## src/rtl/dfh_list_walker.sv

```systemverilog
// dfh_list_walker: walks the DFH linked list behind one BAR, issuing CSR reads
// per node and emitting one feature record (address, type, id, GUID) per node.
`timescale 1ns/1ps
`default_nettype none

module dfh_list_walker #(
  parameter int                ADDR_W       = 20,
  parameter logic [ADDR_W-1:0] BASE_ADDR    = '0,
  parameter int                MAX_FEATURES = 32,
  parameter int                TIMEOUT_CYC  = 1024
) (
  input  logic              clk,
  input  logic              rst,
  input  logic              start,
  output logic              rd_req,
  output logic [ADDR_W-1:0] rd_addr,
  input  logic              rd_rsp_valid,
  input  logic [63:0]       rd_rsp_data,
  output logic              feat_valid,
  input  logic              feat_ready,
  output logic [ADDR_W-1:0] feat_addr,
  output logic [3:0]        feat_type,
  output logic [11:0]       feat_id,
  output logic [127:0]      feat_guid,
  output logic              busy,
  output logic              done,
  output logic              err,
  output logic [1:0]        err_code,
  output logic [5:0]        feat_count
);

  localparam int TW = $clog2(TIMEOUT_CYC + 1);
  localparam int SW = (ADDR_W > 24) ? ADDR_W + 1 : 25;

  typedef enum logic [3:0] {
    S_IDLE, S_RD_DFH, S_WT_DFH, S_RD_GL, S_WT_GL, S_RD_GH, S_WT_GH, S_EMIT, S_FIN
  } state_t;

  state_t            r_state;
  logic [ADDR_W-1:0] r_cur;
  logic [63:0]       r_dfh;
  logic [63:0]       r_gl;
  logic [63:0]       r_gh;
  logic [TW-1:0]     r_tmo;
  logic              r_rd_req;
  logic [ADDR_W-1:0] r_rd_addr;
  logic              r_feat_valid;
  logic [ADDR_W-1:0] r_feat_addr;
  logic              r_busy;
  logic              r_done;
  logic              r_err;
  logic [1:0]        r_err_code;
  logic [5:0]        r_feat_count;

  logic [23:0]       w_nxt;
  logic [SW-1:0]     w_sum;
  logic              w_bad_link;
  logic              w_is_guid;
  logic              w_tmo_hit;
  logic [5:0]        w_cnt_inc;
  logic [22:0]       w_unused_dfh;

  // Next address is formed wide enough that any carry out of ADDR_W is visible.
  assign w_nxt        = r_dfh[39:16];
  assign w_sum        = SW'(r_cur) + SW'(w_nxt);
  assign w_bad_link   = (w_nxt == 24'd0) || (w_nxt[2:0] != 3'd0) || (|w_sum[SW-1:ADDR_W]);
  assign w_is_guid    = (rd_rsp_data[63:60] == 4'd1) || (rd_rsp_data[63:60] == 4'd4);
  assign w_tmo_hit    = (r_tmo == TW'(TIMEOUT_CYC - 1));
  assign w_cnt_inc    = r_feat_count + 6'd1;
  assign w_unused_dfh = {r_dfh[59:41], r_dfh[15:12]};

  always_ff @(posedge clk) begin
    if (rst) begin
      r_state      <= S_IDLE;
      r_cur        <= BASE_ADDR;
      r_dfh        <= '0;
      r_gl         <= '0;
      r_gh         <= '0;
      r_tmo        <= '0;
      r_rd_req     <= 1'b0;
      r_rd_addr    <= '0;
      r_feat_valid <= 1'b0;
      r_feat_addr  <= '0;
      r_busy       <= 1'b0;
      r_done       <= 1'b0;
      r_err        <= 1'b0;
      r_err_code   <= 2'd0;
      r_feat_count <= 6'd0;
    end else begin
      r_rd_req <= 1'b0;
      r_done   <= 1'b0;
      case (r_state)
        S_IDLE: begin
          if (start) begin
            r_err        <= 1'b0;
            r_err_code   <= 2'd0;
            r_feat_count <= 6'd0;
            r_cur        <= BASE_ADDR;
            r_busy       <= 1'b1;
            r_rd_req     <= 1'b1;
            r_rd_addr    <= BASE_ADDR;
            r_state      <= S_RD_DFH;
          end
        end
        S_RD_DFH: begin
          r_tmo   <= '0;
          r_gl    <= '0;
          r_gh    <= '0;
          r_state <= S_WT_DFH;
        end
        S_WT_DFH: begin
          if (rd_rsp_valid) begin
            r_dfh <= rd_rsp_data;
            if (w_is_guid) begin
              r_rd_req  <= 1'b1;
              r_rd_addr <= r_cur + ADDR_W'(8);
              r_state   <= S_RD_GL;
            end else begin
              r_feat_valid <= 1'b1;
              r_feat_addr  <= r_cur;
              r_state      <= S_EMIT;
            end
          end else if (w_tmo_hit) begin
            r_err      <= 1'b1;
            r_err_code <= 2'd1;
            r_done     <= 1'b1;
            r_state    <= S_FIN;
          end else begin
            r_tmo <= r_tmo + TW'(1);
          end
        end
        S_RD_GL: begin
          r_tmo   <= '0;
          r_state <= S_WT_GL;
        end
        S_WT_GL: begin
          if (rd_rsp_valid) begin
            r_gl      <= rd_rsp_data;
            r_rd_req  <= 1'b1;
            r_rd_addr <= r_cur + ADDR_W'(16);
            r_state   <= S_RD_GH;
          end else if (w_tmo_hit) begin
            r_err      <= 1'b1;
            r_err_code <= 2'd1;
            r_done     <= 1'b1;
            r_state    <= S_FIN;
          end else begin
            r_tmo <= r_tmo + TW'(1);
          end
        end
        S_RD_GH: begin
          r_tmo   <= '0;
          r_state <= S_WT_GH;
        end
        S_WT_GH: begin
          if (rd_rsp_valid) begin
            r_gh         <= rd_rsp_data;
            r_feat_valid <= 1'b1;
            r_feat_addr  <= r_cur;
            r_state      <= S_EMIT;
          end else if (w_tmo_hit) begin
            r_err      <= 1'b1;
            r_err_code <= 2'd1;
            r_done     <= 1'b1;
            r_state    <= S_FIN;
          end else begin
            r_tmo <= r_tmo + TW'(1);
          end
        end
        S_EMIT: begin
          if (feat_ready) begin
            r_feat_valid <= 1'b0;
            r_feat_count <= w_cnt_inc;
            if (r_dfh[40]) begin
              r_done  <= 1'b1;
              r_state <= S_FIN;
            end else if (w_bad_link) begin
              r_err      <= 1'b1;
              r_err_code <= 2'd2;
              r_done     <= 1'b1;
              r_state    <= S_FIN;
            end else if (int'(w_cnt_inc) == MAX_FEATURES) begin
              r_err      <= 1'b1;
              r_err_code <= 2'd3;
              r_done     <= 1'b1;
              r_state    <= S_FIN;
            end else begin
              r_cur     <= w_sum[ADDR_W-1:0];
              r_rd_req  <= 1'b1;
              r_rd_addr <= w_sum[ADDR_W-1:0];
              r_state   <= S_RD_DFH;
            end
          end
        end
        S_FIN: begin
          r_busy  <= 1'b0;
          r_state <= S_IDLE;
        end
        default: r_state <= S_IDLE;
      endcase
    end
  end

  assign rd_req     = r_rd_req;
  assign rd_addr    = r_rd_addr;
  assign feat_valid = r_feat_valid;
  assign feat_addr  = r_feat_addr;
  assign feat_type  = r_dfh[63:60];
  assign feat_id    = r_dfh[11:0];
  assign feat_guid  = {r_gh, r_gl};
  assign busy       = r_busy;
  assign done       = r_done;
  assign err        = r_err;
  assign err_code   = r_err_code;
  assign feat_count = r_feat_count;

endmodule

`default_nettype wire

```

## config.mk

```make
export PLATFORM = sky130hd
export DESIGN_NAME = dfh_list_walker
export DESIGN_NICKNAME = d
export VERILOG_FILES = /design/src/rtl/dfh_list_walker.sv
export SDC_FILE = /design/constraint.sdc
export NUM_CORES = 1
export LEC_CHECK = 0
export BUFFER_PORTS_ARGS = -buffer_cell sky130_fd_sc_hd__buf_2
export CORE_UTILIZATION = 58
export DETAILED_ROUTE_END_ITERATION = 10
export PLACE_DENSITY = 0.91
export SYNTH_ARGS = -nofsm -noshare
export SYNTH_HDL_FRONTEND = slang
export SYNTH_SLANG_ARGS = --single-unit
```

## constraint.sdc

```tcl
create_clock -name clk -period 6.1 [get_ports clk]
set_clock_uncertainty 0.05 [all_clocks]
set_input_delay 0.305 -clock clk [delete_from_list [all_inputs] [get_ports clk]]
set_output_delay 0.305 -clock clk [all_outputs]
set_load 0.005 [all_outputs]
```

# Word level (Yosys, flattened, before mapping)
# Index checks and enable logic that the tools add are counted.
[op_classes]
addsub = 5
mul = 0
div_mod_pow = 0
n_lt_le_gt_ge = 0
eq_ne = 26
shifts = 0
mux = 73
bitwise = 0
n_reduce_logical = 30
[ops]
columns = ["op", "count"]
rows = [
  ["case mux 64 bit (2 select lines)", 2],
  ["2-to-1 mux 20 bit", 11],
  ["case mux 20 bit (2 select lines)", 2],
  ["case mux 20 bit (4 select lines)", 1],
  ["2-to-1 mux 64 bit", 1],
  ["2-to-1 mux 4 bit", 9],
  ["case mux 4 bit (8 select lines)", 1],
  ["2-to-1 mux 1 bit", 26],
  ["adder 20 x 24 -> 25 bit", 1],
  ["zero test 24 bit", 1],
  ["!= test 2 bit (second input constant)", 12],
  ["2-to-1 mux 11 bit", 2],
  ["case mux 11 bit (2 select lines)", 1],
  ["adder 20 x 4 -> 20 bit (second input constant)", 1],
  ["adder 20 x 5 -> 20 bit (second input constant)", 1],
  ["== test 4 x 3 -> 1 bit (second input constant)", 5],
  ["2-to-1 mux 2 bit", 7],
  ["2-to-1 mux 6 bit", 2],
  ["case mux 6 bit (2 select lines)", 1],
  ["nonzero test 2 bit", 6],
  ["adder 11 x 1 -> 11 bit (second input constant)", 1],
  ["== test 11 x 10 -> 1 bit (second input constant)", 1],
  ["AND reduction 2 bit", 5],
  ["AND reduction 9 bit", 1],
  ["23 further kinds", 33],
]
[totals]
regBits = 280
latchBits = 0
ram_bits = 0
rom_bits = 0
in_bits = 69
out_inout_bits = 197
word_cells = 149
mem_count = 0

# Depth between registers and ports, before layout
[depth]
ltp_word = 7
mapped_depth = 14
ltp_nobuf = 12

# Worst setup path after synthesis
# No wires, ideal clock.
[synth_timing]
path_kind = "register -> register"
from = "register r_cur[9]"
to = "register r_cur[11]"
t_arrival_ns = 3.092
required_ns = 5.982
slack_ns = 2.890
path_stages_with_launch = 14
n_path_buf = 3
synth_period_minus_slack_ns = 3.210
path_cell_list = "dfxtp_1 > ha_1 > clkbuf_2 > a211o_1 > a311o_1 > a41o_1 > o21ai_2 > o21ai_1 > mux2i_2 > or2_1 > buf_6 > or3_1 > buf_6 > o2bb2ai_2"
[synth_between]
elab_chain_len = 6
word_cells_on_any_way = 10
cone_classes = "add/sub: 1; eq/ne: 1; mux: 5; reduce/logical: 3"
[synth_rtl]
columns = ["element", "line_no", "text"]
rows = [
  ["start: declaration", "40", "logic [ADDR_W-1:0] r_cur;"],
  ["start signal: assignment", "188", "r_cur <= w_sum[ADDR_W-1:0];"],
  ["adder 20 x 24 -> 25 bit *", "65", "assign w_sum = SW'(r_cur) + SW'(w_nxt);"],
  ["2-to-1 mux 20 bit", "182", "end else if (int'(w_cnt_inc) == MAX_FEATURES) begin"],
  ["2-to-1 mux 20 bit", "177", "end else if (w_bad_link) begin"],
  ["2-to-1 mux 20 bit", "174", "if (r_dfh[40]) begin"],
  ["2-to-1 mux 20 bit", "171", "if (feat_ready) begin"],
  ["case mux 20 bit (2 select lines)", "92", "case (r_state)"],
]
# Mark *: on every way between the ends. The rest lies on a longest branch, timed or not. The select of a mux whose other input is x is not followed.
# A chain may end at the register's enable or synchronous reset.

# Worst setup path after layout
[layout_timing]
from = "register r_cur[0]"
to = "register r_cur[2]"
# Same word-level chain as after synthesis.

==> reports/metrics.cfg <==
[run_status]
status=finished, violations left
failed_checks=negative hold slack

[place]
place.gp.congestion=0.941
port_buffers=265
dp_hpwl_um=23700

[worst_setup_path]
worst_ep_required_time_ns=6.54
crit_type=flop to flop
crit_chain=ha_1, inv_1, fa_1, nor2b_1, o2111ai_1, a211oi_1, o21ai_2, o21ai_1, mux2i_2, o31ai_4, a21oi_2, a22o_1
endpoint_kind=flop
cp_slowest_cell=a21oi_2
crit_arrival_ns=4.25
cp-start-kind=flop
worstPathMaxFanout=17
max_stage_delay_ns=0.79

[cts]
post_cts_resize_count=0
clockRootBuffer=clkbuf_16
clock-sinks=257
clkLatencyLatePin_ns=0.56
clk_pin_slew_ns=0.07
ctsLongestPathBuffers=3
cts_tree=yes
cts.htree.levels=1
numCtsBuffers=27

[global_route]
grt_pass1_wl_um=60100
grt_pass1_vias=11500
grt_use_total=0.371
antenna_found_initial=1
grt.overflow.total=0
grt_max_degree=128

[routing]
vias=12400
wl_um=39400
drt_iter0_drc=1514
first_pass_iters=8
wl_per_cell_um=20.2
wirelength_met1_um=15000
vias_per_cell=6.36
routed-wl-met3_um=4190
postRouteAntennaNets=0
wl_met2_um=18100
drc=0
highest_layer=met4

[yosys]
syn_area_per_cell_um2=8.06
synth-edff-count=0
yosysWarnings=0
yosysUniqueCellTypes=63
yosys.area.top_type_share=0.448
synth.area.top_cells=dfxtp_1 45%, a21oi_1 10%, nand2_1 8.1%
ys_seq_elements=257
syn-num-nets=1518
syn-cell-area_um2=11500
async_flop_share=0
synth.yosys.seq_area_share=0.448
yosys.area.top_type=dfxtp_1
synth_flop_cell=dfxtp_1
syn-instance-count=1424

[pwr]
leakage_nw=5.95
power_frac_comb=0.174
switching_share=0.298
p_int_mw=3.05
power_frac_seq=0.417
power.switching_mw=1.29
p_per_area_nw_per_um2=304
ir_worst_vdd_uv=209
p_clk_frac=0.410

[sta]
relSlewSlack=0.244
setup_viol=0
setup_tns_ns=0
worstMarginPinSlew_ns=1.12
maxSlewViolCount=0
report.final.hold_viol_count=1
period_needed_ns=3.81
grt_setup_unrepaired=no
fin_hold_ws_ns=-0.00840
fmaxAchievable_mhz=262
period_share=0.625

[floorplan]
die-width_um=143
initial_core_util=0.592
ios=266
core_area_um2=19400
dieArea_um2=20400
chipHeight_um=143
fp-row-count=51

[cells_and_area]
final_common_cell=buf_2
final_cell_mix=264 x buf_2, 257 x dfxtp_1, 248 x nand2_1
nets=1761
fill_cells=1388
area_growth_pct=24.3
drive_above_1_share=0.209

[hold_path]
min_path_type=primary input to flop

[run]
maxCapViolCount=0

-- metrics by stage --
stage	cell area, um2	utilization	instances	setup WS, ns	power, mW
after global placement	12700	0.656	1846	2.45	2.52
after floorplan	11500	-	1424	2.89	2.31
after CTS	14200	0.735	1950	2.35	4.30
final	14300	0.735	1952	2.29	4.34
after global routing	14300	0.735	1952	2.09	4.47
after detailed placement	12700	0.656	1846	2.40	2.54
-- cell type report --
class | count | area, um2 | share of cell area
clock inverters | 12 | 183 | 0.0128
multi-input cells | 1035 | 5780 | 0.405
repair buffers | 336 | 2010 | 0.141
clock buffers | 36 | 779 | 0.0547
diodes | 1 | 2.50 | 0.000175
well taps | 265 | 332 | 0.0232
inverters | 10 | 37.5 | 0.00263
flip-flops and latches | 257 | 5140 | 0.361
-- power by group through the flow --
stage	Sequential [mW]	Combinational (mW)	Clock, mW
floorplan	1.83	0.486	0
global placement	1.84	0.682	0
detailed placement	1.84	0.694	0
CTS	1.81	0.727	1.77
global route	1.82	0.802	1.85
finish	1.81	0.753	1.78
-- critical path: cells and delay by family, from the launching register on --
kind            cells  cell delay [ns]
flops               1             0.39
mux                 1             0.38
fa+ha+maj           2             0.58
compound gates      7             2.10
simple gates        1             0.20
buf+inv             1             0.06
-- flip-flops by register name, summed over array words and instances, names as in the netlist, 4 cells and up --
name / count
feat_addr: 20
rd_addr: 20
feat_count: 6
r_gh: 64
r_state: 4
r_tmo: 11
r_cur: 20
r_gl: 64
r_dfh: 41
-- path summary, 6_finish.rpt --
| kind | slack (ns) | from | to | depth (start not counted) |
|---|---|---|---|---|
| worst max-delay path | 2.29 | r_cur[0] | r_cur[2] | 12 |
| worst min register to register | 0.40 | r_gh[1] | r_gh[1] | 2 |
| worst max register to register | 2.29 | r_cur[0] | r_cur[2] | 12 |
| worst min-delay path | -0.008 | rd_rsp_data[55] | r_gh[55] | 3 |
-- synthesized netlist by cell type, types with 4 or more instances --
cell type,n
o21ai_0,31
xor2_1,12
and2_1,8
and3_1,9
a211oi_1,20
nand3_1,151
dfxtp_1,257
a211o_1,5
or3_1,6
a22o_1,10
nand2b_1,7
a311oi_1,11
clkbuf_1,94
nor2_1,79
a31oi_1,11
inv_1,10
o31ai_1,4
nand4_1,9
a21o_1,9
nor4_1,11
xnor2_1,15
nor3b_1,4
nand2_1,248
ha_1,24
a22oi_1,6
o2bb2ai_2,9
buf_1,5
buf_4,17
o22ai_1,5
nor3_1,26
o21ai_1,4
a21oi_1,231
mux2i_1,22
-- cell families (layout without fill, tap and decap cells) --
family          count (synthesis)  count (layout)  share of synthesized area
flops                         257             257                      0.448
mux                            24              24                     0.0214
xor+xnor                       27              27                     0.0206
buf+inv                       132             394                     0.0510
simple gates                  572             572                      0.224
compound gates                387             387                      0.207
other cells                     0               1                          0
fa+ha+maj                      25              25                     0.0279
-- timing repair --
| item | CTS | global route |
|---|---|---|
| hold endpoints to repair | 104 | 2 |
| buffers inserted | 0 | 0 |
| hold buffers | 56 | 1 |
-- layer usage --
layer	up-vias	global-route usage
met5	-	0
met4	0	0.186
met3	212	0.0781
met2	911	0.606
met1	5767	0.462
li1	5519	-
(Power assumes the default switching activity.)
